--- src/rtl/y86_pkg.sv ---
// Shared Y86-64 definitions: instruction codes and the default address width.
package y86_pkg;

  localparam int ADDR_W_DEFAULT = 64;

  localparam logic [3:0] IHALT   = 4'h0;
  localparam logic [3:0] INOP    = 4'h1;
  localparam logic [3:0] IRRMOVQ = 4'h2;
  localparam logic [3:0] IIRMOVQ = 4'h3;
  localparam logic [3:0] IRMMOVQ = 4'h4;
  localparam logic [3:0] IMRMOVQ = 4'h5;
  localparam logic [3:0] IOPQ    = 4'h6;
  localparam logic [3:0] IJXX    = 4'h7;
  localparam logic [3:0] ICALL   = 4'h8;
  localparam logic [3:0] IRET    = 4'h9;
  localparam logic [3:0] IPUSHQ  = 4'hA;
  localparam logic [3:0] IPOPQ   = 4'hB;

  // Short aliases used by the PC prediction logic
  localparam logic [3:0] JXX  = IJXX;
  localparam logic [3:0] CALL = ICALL;
  localparam logic [3:0] RET  = IRET;

endpackage

--- src/rtl/ras_stack.sv ---
// Return-address stack: circular buffer with a saturating valid count.
// When full, a push wraps and overwrites the oldest entry; a pop on an
// empty stack leaves pointer and count untouched. Clear wins over push/pop.
module ras_stack #(
  parameter int DEPTH = 8,
  parameter int W     = 64
) (
  input  logic                     clk,
  input  logic                     reset,
  input  logic                     push,
  input  logic                     pop,
  input  logic                     clear,
  input  logic [W-1:0]             push_data,
  output logic [W-1:0]             top,
  output logic [$clog2(DEPTH):0]   count
);

  localparam int PTR_W = $clog2(DEPTH);
  localparam int CNT_W = PTR_W + 1;
  localparam logic [CNT_W-1:0] FULL = CNT_W'(DEPTH);

  logic [W-1:0]     mem [DEPTH];
  logic [PTR_W-1:0] ptr;

  // ptr names the next free slot, so the most recent entry sits just below it
  assign top = mem[ptr - PTR_W'(1)];

  // Pointer and valid-count bookkeeping
  always_ff @(posedge clk or posedge reset) begin
    if (reset) begin
      ptr   <= '0;
      count <= '0;
    end else if (clear) begin
      ptr   <= '0;
      count <= '0;
    end else if (push) begin
      ptr <= ptr + PTR_W'(1);
      if (count != FULL)
        count <= count + CNT_W'(1);
    end else if (pop && (count != '0)) begin
      ptr   <= ptr - PTR_W'(1);
      count <= count - CNT_W'(1);
    end
  end

  // Entry storage; contents need no reset because count gates their use
  always_ff @(posedge clk) begin
    if (push && !clear)
      mem[ptr] <= push_data;
  end

endmodule

--- src/rtl/pc_predict.sv ---
// PC selection and prediction stage: picks the fetch PC from the prediction
// or a late correction from M/W, and holds the F register. An optional
// return-address stack predicts ret targets.
module pc_predict
  import y86_pkg::*;
#(
  parameter int          ADDR_W    = ADDR_W_DEFAULT,
  parameter int          RAS_DEPTH = 8,
  parameter int          RAS_EN    = 1,
  parameter logic [63:0] RESET_PC  = 64'd0
) (
  input  logic                        clk,
  input  logic                        reset,
  input  logic                        f_stall,
  input  logic [3:0]                  f_icode,
  input  logic [ADDR_W-1:0]           f_valC,
  input  logic [ADDR_W-1:0]           f_valP,
  input  logic [3:0]                  M_icode,
  input  logic                        M_cnd,
  input  logic [ADDR_W-1:0]           M_valA,
  input  logic [3:0]                  W_icode,
  input  logic [ADDR_W-1:0]           W_valM,
  input  logic [ADDR_W-1:0]           W_predPC,
  output logic [ADDR_W-1:0]           f_pc,
  output logic [ADDR_W-1:0]           F_predPC,
  output logic                        jxx_mispredict,
  output logic                        ret_mispredict,
  output logic [$clog2(RAS_DEPTH):0]  ras_count
);

  localparam bit HAS_RAS = (RAS_EN != 0);

  logic [ADDR_W-1:0] ras_top;
  logic [ADDR_W-1:0] pred_pc;

  // Without a RAS every ret is a guaranteed mispredict resolved in W
  assign ret_mispredict = (W_icode == RET) && (HAS_RAS ? (W_valM != W_predPC) : 1'b1);
  assign jxx_mispredict = (M_icode == JXX) && !M_cnd;

  generate
    if (HAS_RAS) begin : g_ras
      logic ras_push;
      logic ras_pop;
      logic ras_clear;

      assign ras_clear = ret_mispredict && !f_stall;
      assign ras_push  = !f_stall && !ret_mispredict && (f_icode == CALL);
      assign ras_pop   = !f_stall && !ret_mispredict && (f_icode == RET);

      ras_stack #(
        .DEPTH (RAS_DEPTH),
        .W     (ADDR_W)
      ) u_ras (
        .clk       (clk),
        .reset     (reset),
        .push      (ras_push),
        .pop       (ras_pop),
        .clear     (ras_clear),
        .push_data (f_valP),
        .top       (ras_top),
        .count     (ras_count)
      );
    end else begin : g_no_ras
      assign ras_top   = '0;
      assign ras_count = '0;
    end
  endgenerate

  // Fetch PC select: the older W correction beats the M correction
  always_comb begin
    f_pc = F_predPC;
    if (ret_mispredict)
      f_pc = W_valM;
    else if (jxx_mispredict)
      f_pc = M_valA;
  end

  // Successor prediction for the instruction fetched this cycle
  always_comb begin
    pred_pc = f_valP;
    case (f_icode)
      JXX, CALL: pred_pc = f_valC;
      RET:       if (HAS_RAS && (ras_count != '0)) pred_pc = ras_top;
      default:   pred_pc = f_valP;
    endcase
  end

  // F pipeline register, held while fetch is stalled
  always_ff @(posedge clk or posedge reset) begin
    if (reset)
      F_predPC <= RESET_PC[ADDR_W-1:0];
    else if (!f_stall)
      F_predPC <= pred_pc;
  end

endmodule

--- config.mk ---
export PLATFORM = sky130hd
export DESIGN_NAME = pc_predict
export DESIGN_NICKNAME = d
export VERILOG_FILES = /design/src/rtl/y86_pkg.sv /design/src/rtl/ras_stack.sv /design/src/rtl/pc_predict.sv
export SDC_FILE = /design/constraint.sdc
export NUM_CORES = 1
export LEC_CHECK = 0
export BUFFER_PORTS_ARGS = -buffer_cell sky130_fd_sc_hd__buf_2
export CAP_MARGIN = 20
export CORE_ASPECT_RATIO = 1.1
export CORE_MARGIN = 2
export CORE_UTILIZATION = 45
export DETAILED_ROUTE_END_ITERATION = 10
export GPL_TIMING_DRIVEN = 0
export PLACE_DENSITY = 0.71
export SLEW_MARGIN = 10
export SYNTH_ARGS = -nofsm -noshare
export SYNTH_HDL_FRONTEND = slang
export SYNTH_SLANG_ARGS = --single-unit
export TNS_END_PERCENT = 50
--- constraint.sdc ---
create_clock -name clk -period 13.7 [get_ports clk]
set_clock_uncertainty 0.2 [all_clocks]
set_input_delay 0.685 -clock clk [delete_from_list [all_inputs] [get_ports clk]]
set_output_delay 0.685 -clock clk [all_outputs]
set_load 0.01 [all_outputs]
; Word level (Yosys, flattened, before mapping)
; Memories as Yosys holds them, arrays and structs flattened.
; Cells that the tools add are included.
[op_classes]
eq_ne = 8
div_mod_pow = 0
n_mux = 13
order_cmp = 0
shifts = 0
multipliers = 0
n_bitwise = 0
reduce_logical = 16
n_addsub = 4
[ops]
columns = operator, n
row1 = 2-to-1 mux 64 bit, 3
row2 = one-hot mux 64 bit (2 select lines), 1
row3 = inequality test 64 bit, 1
row4 = 2-to-1 mux 4 bit, 4
row5 = "== test 4 bit, second input constant", 3
row6 = 2-to-1 mux 3 bit, 3
row7 = "== test 4 x 3 -> 1 bit, second input constant", 2
row8 = logical AND 1 bit, 8
row9 = "adder 4 x 1 -> 4 bit, second input constant", 1
row10 = zero test 1 bit, 4
row11 = "inequality test 4 bit, second input constant", 1
row12 = nonzero test 4 bit, 1
row13 = "subtractor 4 x 1 -> 4 bit, second input constant", 1
row14 = "adder 3 x 1 -> 3 bit, second input constant", 1
row15 = "inequality test 3 bit, second input constant", 1
row16 = nonzero test 3 bit, 1
row17 = "subtractor 3 x 1 -> 3 bit, second input constant", 1
row18 = 2-to-1 mux 1 bit, 2
row19 = AND reduction 2 bit, 1
row20 = OR reduction 2 bit, 1
[totals]
ramBits = 512
mem_bits_ro = 0
latchBits = 0
regBits = 71
memories = 1
[mem_list]
columns = name, words, width, read_ports, rd_ports_with_merged_regs, wr, line_no
row1 = g_ras.u_ras.mem, 8, 64, 1, 0, 1, ras_stack.sv:22  ; logic [W-1:0] mem [DEPTH];

; Longest topological paths before layout
; Gate-level depths: netlist of the first run.
[logic_depth]
ltp_word = 9
depth_mapped = 13
ltp_nobuf = 13

; Modules after synthesis
; From an unflattened synthesis of the first run, not the netlist that was laid out.
[hier_totals]
cells_unflattened = 1482
area_unflattened_um2 = 25619.6
[modules_own_cells]
columns = mod, cells_each, area_each_um2, n_inst
row1 = ras_stack, 811, 20111.8, 1
row2 = pc_predict, 671, 5507.8, 1

; Worst setup path after synthesis of the first run
; OpenSTA, ideal clock, no wires.
[synth_path]
path_kind = input-to-reg
startpoint = input port W_predPC[56]
endpoint = memory g_ras.u_ras.mem[4][0], enable pin
setup_slack_ps = 4407
arrival_time_ps = 8427
path_stages = 7
required_time_ps = 12834
cell_sequence = xnor2_1 nand4_1 nor4_1 nand4_1 a21oi_1 nand2_1 nor4b_1
[synth_between]
elab_chain_len = 8
[synth_lines]
columns = element, line_no
row1 = from (decl), pc_predict.sv:23  ; input logic [ADDR_W-1:0] W_predPC,
row2 = inequality test 64 bit *, pc_predict.sv:37  ; assign ret_mispredict = (W_icode == RET) && (HAS_RAS ? (W_valM != W_predPC) : 1'b1);
row3 = logical AND 1 bit *, pc_predict.sv:37
row4 = zero test 1 bit, pc_predict.sv:47  ; assign ras_push = !f_stall && !ret_mispredict && (f_icode == CALL);
row5 = logical AND 1 bit (2 in a row), pc_predict.sv:47
row6 = logical AND 1 bit *, ras_stack.sv:48  ; if (push && !clear)
row7 = 2-to-1 mux 1 bit *, ras_stack.sv:48
row8 = 2-to-1 mux 1 bit (not written as such) *, ras_stack.sv:49  ; mem[ptr] <= push_data;
row9 = to (decl), ras_stack.sv:22
; Mark *: on every way between the ends. The rest lies on a longest branch, timed or not.

; Worst setup path after layout of the first run
[layout_path]
startpoint = input port W_predPC[47]
endpoint = output port f_pc[45]
[layout_between]
elab_chain_len = 3
[layout_lines]
columns = element, line_no
row1 = inequality test 64 bit, pc_predict.sv:37
row2 = logical AND 1 bit, pc_predict.sv:37
row3 = 2-to-1 mux 64 bit, pc_predict.sv:72  ; if (ret_mispredict)
row4 = to (decl), pc_predict.sv:24  ; output logic [ADDR_W-1:0] f_pc,
; No other way between the ends.

==> results of run 1 <==
-- power by group --
| group | total (W) | internal (W) | switching (W) | leakage, nW |
|---|---|---|---|---|
| Sequential | 0.00203 | 0.00199 | 0.0000472 | 5.45 |
| Clock | 0.00145 | 0.000824 | 0.000625 | 0.818 |
| Combinational | 0.00122 | 0.000555 | 0.000664 | 5.03 |
| Total | 0.00470 | 0.00336 | 0.00134 | 11.3 |
-- layer usage --
layer / part of all wire (%) / routed length, um / vias up / global-route usage, %
li1: - / - / 7066 / -
met1: 39 / 31100 / 8594 / 35.9
met2: 51 / 40400 / 837 / 47.9
met3: 8.3 / 6610 / 108 / 5.57
met4: 2.0 / 1610 / 4 / 5.97
met5: 0.031 / 25 / - / 0
-- path summary, 6_finish.rpt --
kind	end	start	slack, ps
max	f_pc[45]	W_predPC[47]	7580
min	g_ras.u_ras.mem[7][46]	f_valP[46]	180
max reg2reg	F_predPC[8]	g_ras.u_ras.ptr[0]	8950
min reg2reg	F_predPC[36]	F_predPC[36]	340
max in group asynchronous	F_predPC[16]	reset	12150
min in group asynchronous	F_predPC[47]	reset	470
-- registers in the layout, summed over array words and instances (netlist names) --
| name | flops |
|---|---|
| g_ras.u_ras.ptr | 3 |
| F_predPC | 64 |
| g_ras.u_ras.mem | 512 |
| g_ras.u_ras.count | 4 |
-- metrics by stage --
| step | setup TNS [ps] | std cells | setup WS, ps | util, % | cell area [um^2] |
|---|---|---|---|---|---|
| 2_1_floorplan | 0 | 1476 | 4410 | - | 25000 |
| 3_3_place_gp | -654520 | 2680 | -4150 | 51.5 | 28300 |
| 3_5_place_dp | 0 | 2755 | 7460 | 52.8 | 29000 |
| 4_1_cts | 0 | 2855 | 7690 | 55.9 | 30700 |
| 5_1_grt | 0 | 2856 | 7630 | 55.9 | 30700 |
| 6_report | 0 | 2860 | 7580 | 55.9 | 30700 |
-- critical path: cells and delay by family --
family / cells / cell delay [ps]
and+or+nand+nor: 5 / 2180
buffers and inverters: 4 / 1300
xor gates and xnor gates: 1 / 830
AOI/OAI and AO/OA: 1 / 210
-- cell families after synthesis --
group	Yosys count	synth area share (%)
flip-flops	583	68.5
multiplexers	259	17.1
AND/OR/NAND/NOR	247	4.21
AO/OA/AOI/OAI	212	5.64
buffers and inverters	104	1.97
XOR/XNOR	67	2.34
adder cells (fa/ha/maj)	4	0.200
-- layout by cell type (no fill, tap or decap), types with 3 or more instances in the layout --
| cell | instances |
|---|---|
| sky130_fd_sc_hd__nand4_1 | 17 |
| sky130_fd_sc_hd__buf_2 | 510 |
| sky130_fd_sc_hd__buf_4 | 51 |
| sky130_fd_sc_hd__nor2_1 | 68 |
| sky130_fd_sc_hd__mux2i_1 | 65 |
| sky130_fd_sc_hd__o21ai_0 | 32 |
| sky130_fd_sc_hd__a31oi_1 | 65 |
| sky130_fd_sc_hd__xnor2_1 | 65 |
| sky130_fd_sc_hd__buf_1 | 6 |
| sky130_fd_sc_hd__a22oi_2 | 14 |
| sky130_fd_sc_hd__clkbuf_16 | 55 |
| sky130_fd_sc_hd__buf_12 | 3 |
| sky130_fd_sc_hd__clkbuf_8 | 5 |
| sky130_fd_sc_hd__bufinv_16 | 3 |
| sky130_fd_sc_hd__dfrtp_1 | 71 |
| sky130_fd_sc_hd__o21ai_1 | 34 |
| sky130_fd_sc_hd__nand2_1 | 136 |
| sky130_fd_sc_hd__buf_6 | 23 |
| sky130_fd_sc_hd__edfxtp_1 | 512 |
| sky130_fd_sc_hd__nor4_1 | 4 |
| sky130_fd_sc_hd__mux2_2 | 66 |
| sky130_fd_sc_hd__mux4_2 | 128 |
| sky130_fd_sc_hd__clkbuf_1 | 65 |
| sky130_fd_sc_hd__nor3_2 | 3 |
| sky130_fd_sc_hd__clkinv_1 | 4 |
| sky130_fd_sc_hd__clkinv_2 | 6 |
| sky130_fd_sc_hd__a22oi_1 | 51 |
| sky130_fd_sc_hd__ha_1 | 4 |
| sky130_fd_sc_hd__inv_1 | 6 |
| sky130_fd_sc_hd__a21oi_1 | 7 |
| sky130_fd_sc_hd__diode_2 | 5 |
-- final cells by class --
cell class / count / area [um^2]
Multi-Input combinational cell: 789 / 7430
Clock buffer: 83 / 1530
Tap cell: 736 / 921
Fill cell: 4401 / 24200
Clock inverter: 16 / 159
Inverter: 8 / 32.5
Antenna cell: 5 / 12.5
Sequential cell: 583 / 17200
Buffer: 96 / 467
Timing Repair Buffer: 544 / 3030
==> metrics.csv, run 1 <==
stage,metric,value,unit
logic_synthesis,synth_fp_nets,1816,
routing,routedWlPerCell,27.9,um
placed_design,hpwlAfterDp,60400,um
layout,fin_nets,2416,
floorplan,fp.dieH,251,um
global_routing,antenna_found_initial,8,
min_path,worst_hold_path_type,input port to register,
clock_network,hold_bufs_at_cts,1,
logic_synthesis,synthesis.area_per_instance,17.0,um^2
logic_synthesis,synth_enable_flop_cells,512,
power,worst_ir_drop_vdd,96.9,uV
clock_network,clock_sink_count,583,
job,max_cap_violations,0,
routing,drt-initial-drc-count,1618,
floorplan,fp-row-count,90,
logic_synthesis,yosys_warnings,0,
worst_setup_path,crit_fanout,10,
sta,worstMarginPinSlew,1110,ps
sta,slew_headroom,25.7,%
logic_synthesis,ys_dominant_reg_cell,sky130_fd_sc_hd__edfxtp_1,
clock_network,cts_tree,built,
routing,final_antenna_net_count,0,
worst_setup_path,critical_path.max_stage_delay,850,ps
routing,drcViolationCount,0,
logic_synthesis,ys_async_sr_fraction,12.2,%
clock_network,insertion_delay,590,ps
sta,final_max_slew_viol_count,0,
clock_network,postCtsResizedCells,0,
clock_network,number_of_setup_buffers_added_after_cts,0,
logic_synthesis,ys_seq_elements,583,
logic_synthesis,ys_seq_area_share,68.5,%
sta,grt_setup_unrepaired,false,
worst_setup_path,required,12820,ps
worst_setup_path,launching_element_type_of_the_critical_path,input port,
logic_synthesis,total_standard_cell_area_after_synthesis,25000,um^2
global_routing,grt_first_pass_wirelength,114000,um
power,leakage,11.3,nW
sta,period_share,44.7,%
logic_synthesis,ys_top_cells_by_count,"sky130_fd_sc_hd__edfxtp_1 (512), sky130_fd_sc_hd__nand2_1 (136), sky130_fd_sc_hd__mux4_2 (128)",
logic_synthesis,ys_top_cells_by_area,"sky130_fd_sc_hd__edfxtp_1 (61%), sky130_fd_sc_hd__mux4_2 (12%), sky130_fd_sc_hd__dfrtp_1 (7.1%)",
placed_design,port_buffers,468,
routing,routed-via-count,16600,
clock_network,numCtsBuffers,54,
worst_setup_path,worst_path_most_repeated_cell,sky130_fd_sc_hd__buf_2,
clock_network,cts.path.max_buffers,3,
sta,final-setup-viol-count,0,
sta,timing.final.crit_period,6120,ps
sta,fin_hold_ws,181,ps
worst_setup_path,rr_worst_depth,11,
worst_setup_path,list_of_cells_traversed_by_the_critical_path,buf_2 -> xnor2_1 -> nand4_1 -> nor4_1 -> nand4_1 -> nand2_1 -> buf_2 -> buf_2 -> nor2_1 -> a31oi_1 -> buf_2,
worst_setup_path,end_kind,primary output,
clock_network,clock_tree.root_cell,sky130_fd_sc_hd__clkbuf_16,
power,powerDensity,153,nW/um^2
sta,timing.final.hold_violations,0,
routing,drt_pass1_iterations,5,
global_routing,vias_in_the_first_global_route,16900,
logic_synthesis,synth_largest_area_cell,sky130_fd_sc_hd__edfxtp_1,
status,result_of_the_run,"finished, final reports clean",
global_routing,globalRoute.totalOverflow,0,
worst_setup_path,critPathKind,input port to primary output,
logic_synthesis,synthMostInstantiatedCell,sky130_fd_sc_hd__edfxtp_1,
floorplan,dieWidth,229,um
worst_setup_path,worstPathArrival,5240,ps
logic_synthesis,netlist.area_leader.share,61.4,%
worst_setup_path,crit_slowest_cell,sky130_fd_sc_hd__nor4_1,
power,post-layout-total-power,0.00470,W
floorplan,ioPinCount,470,
clock_network,cts.clk_slew.worst_paths,60,ps
global_routing,track_usage,27.5,%
sta,fmax,163,MHz
clock_network,clock_tree.htree_level_count,2,
min_path,min_path_cells,1,
layout,area_added_between_synthesis_and_finish,22.8,%
floorplan,dieArea,57500,um^2
routing,average_via_count_per_standard_cell,5.81,
placed_design,gp_congestion,0.945,
floorplan,initial_core_utilization,45.5,%
layout,drive_above_1_share,41.8,%
logic_synthesis,synth_cell_types,45,
global_routing,largest_net_degree_at_the_start_of_global_routing,42,
logic_synthesis,syn-instance-count,1476,
routing,drt-total-wl,79700,um
floorplan,design.core.area,55000,um^2
Power figures use the tool's default switching activity.
==> inputs of run 2 (changes only) <==
- ABC_AREA: unset -> 1
- clock period: 13.7 -> 5.64 ns (I/O delays scaled with it)
==> metrics.csv, run 2 <==
stage,metric,value,unit
status,result_of_the_run,"finished, final reports clean",
routing,detailroute.wirelength.met2,44600,um
clock_network,cts.clk_slew.worst_paths,70,ps
worst_setup_path,required,6020,ps
layout,reg.largest.list,"g_ras.u_ras.mem (512), F_predPC (64), g_ras.u_ras.count (4)",
routing,drt_pass1_iterations,6,
routing,top_signal_layer_used,met5,
global_routing,grt_first_pass_wirelength,137000,um
floorplan,dieWidth,232,um
layout,largest_register_ffs,512,
power,switchingPower,0.00535,W
sta,timing.final.hold_violations,0,
logic_synthesis,ys_async_sr_fraction,12.2,%
routing,drt-initial-drc-count,3265,
clock_network,numCtsBuffers,55,
logic_synthesis,synth_cell_types,35,
power,netSwitchingFraction,39.0,%
job,max_cap_violations,0,
clock_network,cts.path.max_buffers,3,
logic_synthesis,ys_top_cells_by_area,"sky130_fd_sc_hd__edfxtp_1 (60%), sky130_fd_sc_hd__dfrtp_1 (6.9%), sky130_fd_sc_hd__nor2_1 (6.0%)",
placed_design,placedCellCount,3672,
sta,final_max_slew_viol_count,0,
worst_setup_path,worst_path_most_repeated_cell,sky130_fd_sc_hd__clkbuf_1,
sta,period_share,84.5,%
power,cellInternalPower,0.00836,W
routing,routedWlPerCell,24.5,um
clock_network,clock_tree.htree_level_count,2,
power,fraction_of_power_consumed_by_sequential_logic,36.1,%
clock_network,postCtsResizedCells,0,
clock_network,clock_tree.root_cell,sky130_fd_sc_hd__clkbuf_16,
layout,top_register,g_ras.u_ras.mem,
floorplan,ioPinCount,470,
logic_synthesis,ys_dominant_reg_cell,sky130_fd_sc_hd__edfxtp_1,
sta,worstMarginPinSlew,986,ps
routing,average_via_count_per_standard_cell,5.92,
worst_setup_path,crit_slowest_cell,sky130_fd_sc_hd__clkbuf_1,
clock_network,cts_tree,built,
power,clockPowerShare,26.6,%
placed_design,placed_cell_area,29800,um^2
routing,drcViolationCount,0,
layout,final_common_cell,sky130_fd_sc_hd__buf_2,
logic_synthesis,ys_seq_elements,583,
placed_design,port_buffers,468,
layout,fin_nets,3452,
power,worst_ir_drop_vdd,289,uV
layout,final_cell_area,32900,um^2
logic_synthesis,synthMostInstantiatedCell,sky130_fd_sc_hd__edfxtp_1,
placed_design,gp_congestion,0.929,
layout,drive_above_1_share,21.0,%
power,powerDensity,417,nW/um^2
worst_setup_path,critPathKind,register to register,
logic_synthesis,synth_enable_flop_cells,512,
floorplan,initial_core_utilization,45.2,%
worst_setup_path,launching_element_type_of_the_critical_path,register,
sta,final-setup-viol-count,0,
sta,grt_setup_unrepaired,false,
layout,n_antenna_cell,0,
logic_synthesis,ys_seq_area_share,66.6,%
worst_setup_path,critical_path.max_stage_delay,570,ps
routing,wirelength_met1,35300,um
logic_synthesis,yosys_warnings,0,
worst_setup_path,worstPathArrival,5150,ps
floorplan,dieArea,59200,um^2
sta,fmax,210,MHz
logic_synthesis,total_standard_cell_area_after_synthesis,25800,um^2
routing,detailroute.wirelength.met3,10700,um
floorplan,fp.dieH,255,um
global_routing,antenna_found_initial,2,
sta,slew_headroom,33.9,%
layout,area_added_between_synthesis_and_finish,27.5,%
layout,post-route-util,57.7,%
worst_setup_path,worst-path-buf-inv,7,
global_routing,vias_in_the_first_global_route,22000,
power,combinationalPowerShare,37.3,%
sta,timing.final.crit_period,4770,ps
layout,layout.cells.most_common_list,"sky130_fd_sc_hd__buf_2 (513), sky130_fd_sc_hd__edfxtp_1 (512), sky130_fd_sc_hd__nor2_1 (410)",
min_path,worst_hold_path_type,input port to async pin,
logic_synthesis,synth_fp_nets,2746,
logic_synthesis,synthesis.area_per_instance,10.7,um^2
global_routing,largest_net_degree_at_the_start_of_global_routing,39,
clock_network,insertion_delay,640,ps
sta,final.setup.worst_slack,872,ps
logic_synthesis,netlist.area_leader.share,59.7,%
routing,routed-via-count,23100,
placed_design,dpl_worst_slack,1030,ps
routing,drt-total-wl,95800,um
logic_synthesis,synth_largest_area_cell,sky130_fd_sc_hd__edfxtp_1,
placed_design,hpwlAfterDp,69800,um
logic_synthesis,syn-instance-count,2406,
layout,final_cells,3908,
power,leakage,12.9,nW
worst_setup_path,cpLargestDelayFamily,buffers and inverters,
global_routing,globalRoute.totalOverflow,0,
global_routing,track_usage,31.3,%
logic_synthesis,ys_top_cells_by_count,"sky130_fd_sc_hd__edfxtp_1 (512), sky130_fd_sc_hd__nor2_1 (414), sky130_fd_sc_hd__nand2_1 (355)",
worst_setup_path,crit_fanout,10,
clock_network,number_of_setup_buffers_added_after_cts,0,
floorplan,fp-row-count,92,
floorplan,design.core.area,57000,um^2
worst_setup_path,end_kind,register,
clock_network,clock_sink_count,583,
routing,final_antenna_net_count,0,
worst_setup_path,list_of_cells_traversed_by_the_critical_path,clkinv_1 -> buf_2 -> clkbuf_1 -> ha_1 -> clkbuf_1 -> clkbuf_1 -> o21ai_0 -> o221ai_1 -> nand3_1 -> nand3_1 -> dlygate4sd3_1 -> o21ai_0 -> inv_1,
==> run 2: area by class of cell <==
| cell class | count | area [um^2] |
|---|---|---|
| fill | 4631 | 24100 |
| sequential | 583 | 17200 |
| multi-input combinational | 1503 | 7380 |
| timing repair buffer | 649 | 4350 |
| clock buffer | 74 | 1470 |
| tap | 752 | 941 |
| buffer | 160 | 687 |
| inverter | 160 | 603 |
| clock inverter | 27 | 270 |
==> run 2: power groups by stage <==
stage | combinational (W) | sequential [W] | clock, W
after CTS | 0.00500 | 0.00494 | 0.00365
after global routing | 0.00546 | 0.00495 | 0.00383
after global placement | 0.00469 | 0.00504 | 0
final | 0.00512 | 0.00494 | 0.00365
after floorplan | 0.00284 | 0.00502 | 0
after detailed placement | 0.00488 | 0.00503 | 0
==> run 2: repair_timing <==
| item | CTS | global route |
|---|---|---|
| endpoints found under the hold margin | 648 | 0 |
| hold buffers | 135 | 0 |
| setup endpoints to repair | 0 | 0 |
==> run 2: path summary, 6_finish.rpt <==
kind | startpoint | to | slack (ps) | cells after the start
min in group clk | f_icode[2] | g_ras.u_ras.ptr[1] | 90 | 6
hold reg to reg | F_predPC[57] | F_predPC[57] | 310 | 2
hold / removal | reset | F_predPC[12] | 50 | 3
max in group asynchronous | reset | F_predPC[2] | 4540 | 4
setup reg to reg | g_ras.u_ras.ptr[0] | F_predPC[8] | 870 | 13
setup / recovery | g_ras.u_ras.ptr[0] | F_predPC[8] | 870 | 13
==> run 2: cells by family (layout without fill, tap and decap cells) <==
family          after synthesis  count (layout)  share of synthesized area (%)
compound gates              592             592                           14.0
fa+ha+maj                     4               4                          0.194
buf+inv                     320            1070                           5.00
flops                       583             583                           66.6
simple gates                893             893                           13.8
xor+xnor                     14              14                          0.476
==> run 2: worst register-to-register path: cells and delay by family (launching register included) <==
family | cells | cell delay, ps
buffers and inverters | 7 | 2710
flip-flops | 1 | 530
adder cells (fa/ha/maj) | 1 | 520
AO/OA/AOI/OAI | 3 | 490
AND/OR/NAND/NOR | 2 | 280
==> run 2: per-stage QoR <==
stage	TNS, ps	hold WS (ps)	total power, W
floorplan	-178100	181	0.00786
global placement	-2066350	297	0.00972
detailed placement	0	157	0.00991
CTS	0	63.0	0.0136
global route	0	100	0.0142
finish	0	54.3	0.0137
==> run 2: routing by layer <==
layer / up-vias / track usage (%)
met2: 1641 / 50.7
met5: - / 0
met1: 11200 / 40.0
li1: 10000 / -
met3: 300 / 6.65
met4: 4 / 15.7
